**src/rtl/uart_transceiver.sv**
```systemverilog
// uart_transceiver: parametrised full-duplex UART (one TX, one RX, one clock).
// Frame: start(0), DATA_BITS payload LSB first, optional parity, stop bit(s).
// The RX path adds a 2-flop synchroniser, a false-start filter, a parity-error
// flag and break handling. It also reports framing errors.
// Optional build macro UART_LOOPBACK_EN adds a 'loopback' input. When
// loopback is high, internal tx feeds the receiver and the tx pin is held high.
module uart_transceiver #(
  parameter int DATA_BITS    = 9,
  parameter int CLKS_PER_BIT = 16,
  parameter int PARITY       = 0,
  parameter int STOP_BITS    = 1
) (
  input  logic                 clock,
  input  logic                 reset,
  input  logic                 send,
  input  logic [DATA_BITS-1:0] data_tx,
  output logic                 tx,
  output logic                 ready,
`ifdef UART_LOOPBACK_EN
  input  logic                 loopback,
`endif
  input  logic                 rx,
  output logic [DATA_BITS-1:0] data_rx,
  output logic                 done,
  output logic                 framing_error,
  output logic                 parity_error
);

  localparam int             CW       = $clog2(CLKS_PER_BIT);
  localparam logic [CW-1:0]  BIT_END  = CW'(CLKS_PER_BIT - 1);
  localparam logic [CW-1:0]  HALF_END = CW'(CLKS_PER_BIT / 2 - 1);
  localparam logic [3:0]     DATA_END = 4'(DATA_BITS - 1);
  localparam logic [3:0]     STOP_END = 4'(STOP_BITS - 1);
  localparam logic [1:0]     PAR_MODE = 2'(PARITY);

  typedef enum logic [2:0] {
    ST_IDLE   = 3'd0,
    ST_START  = 3'd1,
    ST_DATA   = 3'd2,
    ST_PARITY = 3'd3,
    ST_STOP   = 3'd4,
    ST_BREAK  = 3'd5
  } state_e;

  // Parity bit that goes with a payload: even mode gives an even total
  // count of ones, odd mode gives an odd total.
  function automatic logic parity_of(input logic [DATA_BITS-1:0] d,
                                     input logic [1:0]           mode);
    logic p;
    p = ^d;
    case (mode)
      2'd1:    parity_of = p;
      2'd2:    parity_of = ~p;
      default: parity_of = 1'b0;
    endcase
  endfunction

  // ---------------------------------------------------------------- TX ----
  state_e                 tx_state_q, tx_state_d;
  logic [CW-1:0]          tx_cnt_q, tx_cnt_d;
  logic [3:0]             tx_bit_q, tx_bit_d;
  logic [DATA_BITS-1:0]   tx_shift_q, tx_shift_d;
  logic                   tx_par_q, tx_par_d;
  logic                   tx_q, tx_d;
  logic                   ready_q, ready_d;

  // TX next-state logic; the serial bit and ready are decoded from the next state so both stay registered
  always_comb begin
    tx_state_d = tx_state_q;
    tx_cnt_d   = tx_cnt_q;
    tx_bit_d   = tx_bit_q;
    tx_shift_d = tx_shift_q;
    tx_par_d   = tx_par_q;
    case (tx_state_q)
      ST_IDLE: begin
        if (send && ready_q) begin
          tx_shift_d = data_tx;
          tx_par_d   = parity_of(data_tx, PAR_MODE);
          tx_cnt_d   = '0;
          tx_bit_d   = 4'd0;
          tx_state_d = ST_START;
        end else begin
          tx_cnt_d   = '0;
        end
      end
      ST_START: begin
        if (tx_cnt_q == BIT_END) begin
          tx_cnt_d   = '0;
          tx_bit_d   = 4'd0;
          tx_state_d = ST_DATA;
        end else begin
          tx_cnt_d   = tx_cnt_q + 1'b1;
        end
      end
      ST_DATA: begin
        if (tx_cnt_q == BIT_END) begin
          tx_cnt_d   = '0;
          tx_shift_d = {1'b0, tx_shift_q[DATA_BITS-1:1]};
          if (tx_bit_q == DATA_END) begin
            tx_bit_d   = 4'd0;
            tx_state_d = (PAR_MODE != 2'd0) ? ST_PARITY : ST_STOP;
          end else begin
            tx_bit_d   = tx_bit_q + 4'd1;
          end
        end else begin
          tx_cnt_d   = tx_cnt_q + 1'b1;
        end
      end
      ST_PARITY: begin
        if (tx_cnt_q == BIT_END) begin
          tx_cnt_d   = '0;
          tx_bit_d   = 4'd0;
          tx_state_d = ST_STOP;
        end else begin
          tx_cnt_d   = tx_cnt_q + 1'b1;
        end
      end
      ST_STOP: begin
        if (tx_cnt_q == BIT_END) begin
          tx_cnt_d = '0;
          if (tx_bit_q == STOP_END) begin
            tx_bit_d   = 4'd0;
            tx_state_d = ST_IDLE;
          end else begin
            tx_bit_d   = tx_bit_q + 4'd1;
          end
        end else begin
          tx_cnt_d   = tx_cnt_q + 1'b1;
        end
      end
      default: begin
        tx_cnt_d   = '0;
        tx_bit_d   = 4'd0;
        tx_state_d = ST_IDLE;
      end
    endcase

    case (tx_state_d)
      ST_START:  tx_d = 1'b0;
      ST_DATA:   tx_d = tx_shift_d[0];
      ST_PARITY: tx_d = tx_par_d;
      default:   tx_d = 1'b1;
    endcase
    ready_d = (tx_state_d == ST_IDLE);
  end

  // TX state and output registers; reset forces the line idle-high at once
  always_ff @(posedge clock or negedge reset) begin
    if (!reset) begin
      tx_state_q <= ST_IDLE;
      tx_cnt_q   <= '0;
      tx_bit_q   <= 4'd0;
      tx_shift_q <= '0;
      tx_par_q   <= 1'b0;
      tx_q       <= 1'b1;
      ready_q    <= 1'b1;
    end else begin
      tx_state_q <= tx_state_d;
      tx_cnt_q   <= tx_cnt_d;
      tx_bit_q   <= tx_bit_d;
      tx_shift_q <= tx_shift_d;
      tx_par_q   <= tx_par_d;
      tx_q       <= tx_d;
      ready_q    <= ready_d;
    end
  end

  assign ready = ready_q;

  // ---------------------------------------------------------------- RX ----
  logic rx_in_s;
`ifdef UART_LOOPBACK_EN
  assign rx_in_s = loopback ? tx_q : rx;
  assign tx      = loopback ? 1'b1 : tx_q;
`else
  assign rx_in_s = rx;
  assign tx      = tx_q;
`endif

  logic                 rx_meta_q, rx_sync_q, rx_prev_q;
  state_e               rx_state_q, rx_state_d;
  logic [CW-1:0]        rx_cnt_q, rx_cnt_d;
  logic [3:0]           rx_bit_q, rx_bit_d;
  logic [DATA_BITS-1:0] rx_shift_q, rx_shift_d;
  logic                 rx_par_q, rx_par_d;
  logic [DATA_BITS-1:0] data_rx_q, data_rx_d;
  logic                 done_q, done_d;
  logic                 fe_q, fe_d;
  logic                 pe_q, pe_d;

  // Two-flop synchroniser plus a delayed copy for falling-edge detection; idles high
  always_ff @(posedge clock or negedge reset) begin
    if (!reset) begin
      rx_meta_q <= 1'b1;
      rx_sync_q <= 1'b1;
      rx_prev_q <= 1'b1;
    end else begin
      rx_meta_q <= rx_in_s;
      rx_sync_q <= rx_meta_q;
      rx_prev_q <= rx_sync_q;
    end
  end

  // RX next-state logic: half-bit start qualification, mid-bit sampling, stop/break handling
  always_comb begin
    rx_state_d = rx_state_q;
    rx_cnt_d   = rx_cnt_q;
    rx_bit_d   = rx_bit_q;
    rx_shift_d = rx_shift_q;
    rx_par_d   = rx_par_q;
    data_rx_d  = data_rx_q;
    done_d     = 1'b0;
    fe_d       = 1'b0;
    pe_d       = 1'b0;
    case (rx_state_q)
      ST_IDLE: begin
        rx_cnt_d = '0;
        if (rx_prev_q && !rx_sync_q) begin
          rx_state_d = ST_START;
        end else begin
          rx_state_d = ST_IDLE;
        end
      end
      ST_START: begin
        if (rx_cnt_q == HALF_END) begin
          rx_cnt_d = '0;
          rx_bit_d = 4'd0;
          if (rx_sync_q) begin
            rx_state_d = ST_IDLE;
          end else begin
            rx_state_d = ST_DATA;
          end
        end else begin
          rx_cnt_d = rx_cnt_q + 1'b1;
        end
      end
      ST_DATA: begin
        if (rx_cnt_q == BIT_END) begin
          rx_cnt_d   = '0;
          rx_shift_d = {rx_sync_q, rx_shift_q[DATA_BITS-1:1]};
          if (rx_bit_q == DATA_END) begin
            rx_bit_d   = 4'd0;
            rx_state_d = (PAR_MODE != 2'd0) ? ST_PARITY : ST_STOP;
          end else begin
            rx_bit_d   = rx_bit_q + 4'd1;
          end
        end else begin
          rx_cnt_d = rx_cnt_q + 1'b1;
        end
      end
      ST_PARITY: begin
        if (rx_cnt_q == BIT_END) begin
          rx_cnt_d   = '0;
          rx_par_d   = rx_sync_q;
          rx_state_d = ST_STOP;
        end else begin
          rx_cnt_d = rx_cnt_q + 1'b1;
        end
      end
      ST_STOP: begin
        if (rx_cnt_q == BIT_END) begin
          rx_cnt_d = '0;
          if (rx_sync_q) begin
            data_rx_d  = rx_shift_q;
            done_d     = 1'b1;
            pe_d       = (PAR_MODE != 2'd0) &&
                         (rx_par_q != parity_of(rx_shift_q, PAR_MODE));
            rx_state_d = ST_IDLE;
          end else begin
            fe_d       = 1'b1;
            rx_state_d = ST_BREAK;
          end
        end else begin
          rx_cnt_d = rx_cnt_q + 1'b1;
        end
      end
      ST_BREAK: begin
        rx_cnt_d = '0;
        if (rx_sync_q) begin
          rx_state_d = ST_IDLE;
        end else begin
          rx_state_d = ST_BREAK;
        end
      end
      default: begin
        rx_cnt_d   = '0;
        rx_state_d = ST_IDLE;
      end
    endcase
  end

  // RX state, received-data and status-pulse registers
  always_ff @(posedge clock or negedge reset) begin
    if (!reset) begin
      rx_state_q <= ST_IDLE;
      rx_cnt_q   <= '0;
      rx_bit_q   <= 4'd0;
      rx_shift_q <= '0;
      rx_par_q   <= 1'b0;
      data_rx_q  <= '0;
      done_q     <= 1'b0;
      fe_q       <= 1'b0;
      pe_q       <= 1'b0;
    end else begin
      rx_state_q <= rx_state_d;
      rx_cnt_q   <= rx_cnt_d;
      rx_bit_q   <= rx_bit_d;
      rx_shift_q <= rx_shift_d;
      rx_par_q   <= rx_par_d;
      data_rx_q  <= data_rx_d;
      done_q     <= done_d;
      fe_q       <= fe_d;
      pe_q       <= pe_d;
    end
  end

  assign data_rx       = data_rx_q;
  assign done          = done_q;
  assign framing_error = fe_q;
  assign parity_error  = pe_q;

endmodule

```
**config.mk**
```make
export PLATFORM = sky130hd
export DESIGN_NAME = uart_transceiver
export DESIGN_NICKNAME = d
export VERILOG_FILES = /design/src/rtl/uart_transceiver.sv
export SDC_FILE = /design/constraint.sdc
export NUM_CORES = 1
export LEC_CHECK = 0
export BUFFER_PORTS_ARGS = -buffer_cell sky130_fd_sc_hd__buf_4
export CAP_MARGIN = 0
export CORE_MARGIN = 2
export CORE_UTILIZATION = 55
export CTS_BUF_LIST = sky130_fd_sc_hd__clkbuf_16
export DETAILED_ROUTE_END_ITERATION = 7
export GPL_TIMING_DRIVEN = 0
export PLACE_DENSITY = 0.75
export SYNTH_ARGS = -nofsm -noshare
export SYNTH_HDL_FRONTEND = slang
export SYNTH_SLANG_ARGS = --single-unit
```
**constraint.sdc**
```tcl
create_clock -name clock -period 4.3 [get_ports clock]
set_input_delay 0.645 -clock clock [delete_from_list [all_inputs] [get_ports clock]]
set_output_delay 0.645 -clock clock [all_outputs]
set_load 0.1 [all_outputs]
```
==> reports/results.ini, run 1 <==
[clock_tree]
clkLatencyLatePin_ns = 0.32
ctsHoldBuffers = 0
clk_path_buf_depth = 2
htree_num_levels = 3
post_cts_buffers = 0
cts_sinks = 57
clk_pin_slew_worst_paths_ns = 0.05
cts_made_buffers = 9
cts_resized = 0
cts-root-buf = clkbuf_16
cts_tree = built

[route]
drc_errors = 0
ant_nets = 0
drtPass1Iterations = 4
via_count = 1737
via_per_inst = 5.50
wl_per_cell_um = 13.9
drt_wl_total_um = 4380
drtIter0Drc = 105

[global_route]
gr-total-overflow = 0
antenna_found_initial = 0
grt_pass1_wl_um = 7630
grt_max_degree = 58
grt_util_all_layers_pct = 19.4
grt_pass1_vias = 1662

[sta]
fin_crit_sh_pct = 45.8
slew_headroom_pct = 53.9
period_minus_slack_ns = 1.97
setup-tns-final_ns = 0
tightest_slew_ns = 0.692
fin_skew_ns = 0.00658
fmax_mhz = 507
setup_ws_ns = 2.33
final-setup-viol-count = 0
report.final.slew_viol_count = 0
holdWs_ns = 0.354
rsz0062_at_grt = false
hold_viol = 0

[final_layout]
fin_cells = 316
nNetsFinal = 276
mostFrequentLayoutCell = dfrtp_1
drive_gt1_share_pct = 29.8
final_cell_mix = dfrtp_1 (52), buf_4 (27), mux2_2 (20)
diodes = 0
syn_to_final_growth_pct = 20.8

[placed_design]
gp_congestion = 0.831
io_buffer_count = 25
post-place-cells = 300
dp_hpwl_um = 2840
place_ws_ns = 2.29

[power]
clock_power_share_pct = 48.5
powerDensity_nw_per_um2 = 439
p_comb_share_pct = 10.2
p_sw_uw = 320
p_seq_share_pct = 41.3
sw_frac_of_total_pct = 23.2
p_leak_nw = 1.60
p_int_mw = 1.06
power_mw = 1.38
irDropWorstVdd_mv = 0.302

[floorplanning]
io_pins = 27
die-area_um2 = 5300
core.rowCount = 25
start_util_pct = 56.3
die_h_um = 72.8
core_um2 = 4630
dieWidth_um = 72.8

[setup_path]
cp.arrival_ns = 2.18
crit_path_end_kind = flip-flop
critPathMaxFanout = 8
worst-setup-path-type = reg2reg
worstPathRequired_ns = 4.51
crit_path_start_kind = flip-flop

[logic_synthesis]
yosys_warnings = 0
syn_area_per_cell_um2 = 11.8
netlist_area_um2 = 2610
syn_nets = 240
synth-seq-cells = 57
ys_seq_area_share_pct = 55.0
yosysUniqueCellTypes = 55
synthFlopType = dfrtp_1
synth_edf_count = 0
async_reset_ff_share_pct = 100
syn_inst = 221

[outcome]
status = completed

[run]
drv_cap = 0

[hold_path]
hold_class = reg2reg

[area by class of cell]
class / instances / area (um^2)
inverters: 14 / 52.6
repair buffers: 25 / 188
multi-input cells: 143 / 1080
flip-flops and latches: 57 / 1430
clock buffers: 9 / 225
plain buffers: 7 / 36.3
clock inverters: 7 / 62.6
well taps: 54 / 67.6
fillers: 350 / 1480
[per-layer routing]
metal  vias to the layer above  share of wire (%)  wire [um]  global-route usage [%]
met5                         -                  0          0                       0
met4                         0                1.7         73                    8.02
li1                        865                  -          -                       -
met3                         6                4.8        212                    8.56
met1                       838                 48       2100                    25.1
met2                        28                 46       2000                    28.7
[stage by stage]
step	utilization, %	cell area (um^2)
6_report	68.0	3150
5_1_grt	68.0	3150
4_1_cts	68.0	3150
3_5_place_dp	61.8	2860
3_3_place_gp	61.8	2860
2_1_floorplan	-	2610
[cells in the mapped netlist, drive strengths merged, types with 2 or more instances]
| library cell | n | area share, % |
|---|---|---|
| o2111ai | 2 | 0.67 |
| mux2 | 20 | 8.6 |
| or2 | 3 | 0.82 |
| and2 | 3 | 0.72 |
| ha | 6 | 2.9 |
| a2bb2oi | 2 | 0.67 |
| or3b | 2 | 0.67 |
| dfrtp | 52 | 50 |
| o211ai | 2 | 0.58 |
| inv | 14 | 2.0 |
| a21oi | 2 | 0.38 |
| o2bb2ai | 2 | 0.91 |
| dfstp | 5 | 5.0 |
| clkbuf | 2 | 0.29 |
| nand2 | 14 | 2.0 |
| nor3 | 5 | 1.2 |
| xnor2 | 3 | 1.0 |
| xor2 | 3 | 1.0 |
| o21ai | 10 | 2.1 |
| o21bai | 2 | 0.58 |
| a21o | 7 | 2.0 |
| nand2b | 4 | 0.96 |
| nand3b | 3 | 0.86 |
| buf | 5 | 1.1 |
| and3 | 2 | 0.48 |
| nor3b | 3 | 1.1 |
| nand3 | 7 | 1.3 |
| o21a | 2 | 0.58 |
| nor2 | 9 | 1.3 |
| a22o | 8 | 2.7 |
[state kept, by name, summed over array words and instances (netlist names), 3 cells and up]
name        flops
rx_shift_q      9
tx_bit_q        4
tx_shift_q      9
data_rx         9
rx_state_q      3
rx_bit_q        4
tx_cnt_q        4
rx_cnt_q        4
tx_state_q      3
[worst max-delay path: stages, from the launching register on]
cell     delay, ns
dfrtp_1       0.38
ha_1          0.25
nand3_1       0.20
nor3_2        0.51
nor2_1        0.27
a22o_1        0.24
[path summary, 6_finish.rpt]
| path | start | end | slack (ns) | cells after the start |
|---|---|---|---|---|
| setup / recovery | tx_cnt_q[0] | tx_shift_q[8] | 2.33 | 5 |
| hold / removal | rx_meta_q | rx_sync_q | 0.35 | 0 |
| setup reg to reg | tx_cnt_q[0] | tx_shift_q[8] | 2.33 | 5 |
| hold reg to reg | rx_meta_q | rx_sync_q | 0.35 | 0 |
| max in group asynchronous | reset | tx_bit_q[1] | 3.46 | 1 |
| min in group asynchronous | reset | done | 0.38 | 1 |
[logic make-up after synthesis]
group / Yosys count / synth area share (%)
AO/OA/AOI/OAI: 48 / 14.2
XOR/XNOR: 6 / 2.02
adder cells (fa/ha/maj): 6 / 2.88
buffers and inverters: 21 / 3.41
flip-flops: 57 / 55.0
multiplexers: 20 / 8.64
other: 1 / 0.144
AND/OR/NAND/NOR: 62 / 13.8
[power by group through the flow]
stage	Sequential (mW)	Combinational (mW)	Clock [mW]
finish	0.571	0.141	0.670
global placement	0.578	0.139	0
CTS	0.571	0.143	0.687
floorplan	0.576	0.104	0
global route	0.572	0.160	0.715
detailed placement	0.580	0.143	0
Note: power is estimated with default switching activity, not from simulation.
==> inputs of run 2 (changes only) <==
--- a/config.mk
+++ b/config.mk
@@ -5,14 +5,15 @@
 export SDC_FILE = /design/constraint.sdc
 export NUM_CORES = 1
 export LEC_CHECK = 0
+export ABC_AREA = 1
 export BUFFER_PORTS_ARGS = -buffer_cell sky130_fd_sc_hd__buf_4
 export CAP_MARGIN = 0
 export CORE_MARGIN = 2
-export CORE_UTILIZATION = 55
+export CORE_UTILIZATION = 53
 export CTS_BUF_LIST = sky130_fd_sc_hd__clkbuf_16
 export DETAILED_ROUTE_END_ITERATION = 7
 export GPL_TIMING_DRIVEN = 0
-export PLACE_DENSITY = 0.75
+export PLACE_DENSITY = 0.76
 export SYNTH_ARGS = -nofsm -noshare
 export SYNTH_HDL_FRONTEND = slang
 export SYNTH_SLANG_ARGS = --single-unit
==> constraint.sdc (replaced) <==
create_clock -name clock -period 1.7 [get_ports clock]
set_input_delay 0.255 -clock clock [delete_from_list [all_inputs] [get_ports clock]]
set_output_delay 0.255 -clock clock [all_outputs]
set_load 0.1 [all_outputs]
==> run 2 against run 1 <==
Effect of this change:
- the flow now finishes with violations (hold timing)
- hold slack lost 0.37 ns
- area after synthesis increased by 5.4%
- power rose to 2.7 times the previous value
- final cell count is 33% higher
- sequential power rose to 2.7 times the previous value
- register-to-register slack worse by 2.1 ns
- clock power up 150%
- first-iteration DRC count rose by 13%
- clock skew is 0.00083 ns lower
- setup slack worse by 2.1 ns
- final area up 4.8%
- core utilization down 2.6 points
- highest routed layer unchanged
==> reports/results.ini, run 2 <==
[outcome]
status = complete, but fails checks
violations = hold timing

[route]
via_count = 2124
drt_wl_total_um = 4920
drc_errors = 0
wl_per_cell_um = 11.7
drtPass1Iterations = 4
drtIter0Drc = 119
ant_nets = 0
via_per_inst = 5.07

[logic_synthesis]
yosysMostFrequentCell = nand2_1
syn_nets = 328
netlist_top_cells_area = dfrtp_1 (47%), nand2_1 (11%), dfstp_2 (4.8%)
yosysTopAreaCell = dfrtp_1
synth_commonest_cells = nand2_1 (84), dfrtp_1 (52), inv_1 (27)
ys_seq_area_share_pct = 52.2
yosys_warnings = 0
syn_area_per_cell_um2 = 8.89
yosysUniqueCellTypes = 31
synth_top_area_share_pct = 47.4
synthFlopType = dfrtp_1
synth-seq-cells = 57
async_reset_ff_share_pct = 100
syn_inst = 309
synth_edf_count = 0
netlist_area_um2 = 2750

[clock_tree]
clk_pin_slew_worst_paths_ns = 0.05
clk_path_buf_depth = 2
cts_resized = 0
clkLatencyLatePin_ns = 0.32
cts_tree = built
htree_num_levels = 3
ctsHoldBuffers = 0
cts_made_buffers = 9
cts_sinks = 57
post_cts_buffers = 0
cts-root-buf = clkbuf_16

[setup_path]
ff2ff_setup_slack_ns = 0.19
reg2reg_to = tx_shift_q[6]
reg2regPathDepth = 6
critPathMaxFanout = 10
critical_path.cell_chain = ha_1 > nand3_4 > nor2_4 > inv_2 > nand3_1 > nand2_1
critPathMaxStageDelay_ns = 0.37
rr_startpoint = tx_cnt_q[0]
crit_path_end_kind = flip-flop
endpoint = tx_shift_q[6]
worst-setup-path-type = reg2reg
crit_path_start_kind = flip-flop
startpoint = tx_cnt_q[0]
worstPathRequired_ns = 1.91
cp.arrival_ns = 1.72
cp_slowest_cell = dfrtp_1

[final_layout]
fill_cells = 418
diodes = 0
mostFrequentLayoutCell = nand2_1
drive_gt1_share_pct = 24.9
final_cell_mix = nand2_1 (84), dfrtp_1 (52), inv_1 (29)
nNetsFinal = 364
syn_to_final_growth_pct = 20.1

[placed_design]
io_buffer_count = 25
gp_congestion = 0.863
dp_hpwl_um = 3410

[floorplanning]
die-area_um2 = 5770
core_um2 = 5040
dieWidth_um = 76.0
die_h_um = 76.0
start_util_pct = 54.5
io_pins = 27
core.rowCount = 26

[global_route]
grt_max_degree = 58
grt_util_all_layers_pct = 18.9
grt_pass1_vias = 2014
antenna_found_initial = 0
gr-total-overflow = 0
grt_pass1_wl_um = 8760

[power]
p_sw_mw = 1.04
irDropWorstVdd_mv = 0.610
p_leak_nw = 1.67
clock_power_share_pct = 44.3
powerDensity_nw_per_um2 = 1140
p_comb_share_pct = 14.9
p_int_mw = 2.74
p_seq_share_pct = 40.8
power_mw = 3.77
sw_frac_of_total_pct = 27.5

[hold_path]
hold_class = in2async

[sta]
final-setup-viol-count = 0
setup-tns-final_ns = 0
rsz0062_at_grt = false
report.final.slew_viol_count = 0
fin_skew_ns = 0.00576
tightest_slew_ns = 0.682
period_minus_slack_ns = 1.51
fin_crit_sh_pct = 88.9
hold_viol = 44
holdWs_ns = -0.0176
fmax_mhz = 662
slew_headroom_pct = 54.5

[run]
drv_cap = 0

==> run 2: cell families after synthesis <==
family / count (synthesis) / synth area share [%]
XOR/XNOR: 4 / 1.28
AO/OA/AOI/OAI: 40 / 9.20
buffers and inverters: 43 / 6.61
flip-flops: 57 / 52.2
AND/OR/NAND/NOR: 158 / 27.9
other: 1 / 0.137
adder cells (fa/ha/maj): 6 / 2.73
==> run 2: how the worst min path moves through the flow <==
stage	start	to	slack, ns	cells after the start
2_1_floorplan	reset	data_rx[0]	-0.04	0
5_1_grt	rx	rx_meta_q	0.03	1
3_3_place_gp	reset	rx_bit_q[2]	0.35	1
3_5_place_dp	reset	rx_bit_q[2]	0.35	1
4_1_cts	reset	rx_bit_q[2]	0.009	1
6_report	reset	rx_bit_q[3]	-0.02	1
==> run 2: cell type report <==
class	instances	area (um^2)	share of cell area [%]
Timing Repair Buffer	25	188	5.69
Tap cell	70	87.6	2.65
Clock inverter	6	52.6	1.59
Clock buffer	9	225	6.83
Inverter	40	151	4.59
Sequential cell	57	1430	43.4
Buffer	3	30.0	0.910
Multi-Input combinational cell	209	1130	34.3
==> run 2: metrics by stage <==
stage | std cells | worst slack (ns) | util, % | cell area [um^2]
2_1_floorplan | 309 | 0.0221 | - | 2750
3_3_place_gp | 404 | 0.243 | 59.9 | 3020
3_5_place_dp | 404 | 0.204 | 59.9 | 3020
4_1_cts | 419 | 0.198 | 65.4 | 3300
5_1_grt | 419 | 0.0871 | 65.4 | 3300
6_report | 419 | 0.189 | 65.4 | 3300
==> run 2: routing by layer <==
layer	up-vias	routed length, um	global-route usage, %	share of wire [%]
li1	1065	-	-	-
met1	997	2230	24.3	45
met2	52	2350	30.2	48
met3	10	209	4.03	4.3
met4	0	125	10.4	2.5
met5	-	0	0	0
==> run 2: worst max-delay path: cells and delay by family (launching register included) <==
| family | cells | cell delay, ns |
|---|---|---|
| and+or+nand+nor | 4 | 0.62 |
| DFF | 1 | 0.37 |
| buffers and inverters | 1 | 0.12 |
| adders and majority gates | 1 | 0.28 |
==> run 2: power by group through the flow <==
stage / registers [mW] / clock network [mW] / logic [mW]
2_1_floorplan: 1.54 / 0 / 0.436
3_3_place_gp: 1.56 / 0 / 0.549
3_5_place_dp: 1.56 / 0 / 0.566
4_1_cts: 1.54 / 1.71 / 0.570
5_1_grt: 1.55 / 1.77 / 0.650
6_report: 1.54 / 1.67 / 0.562
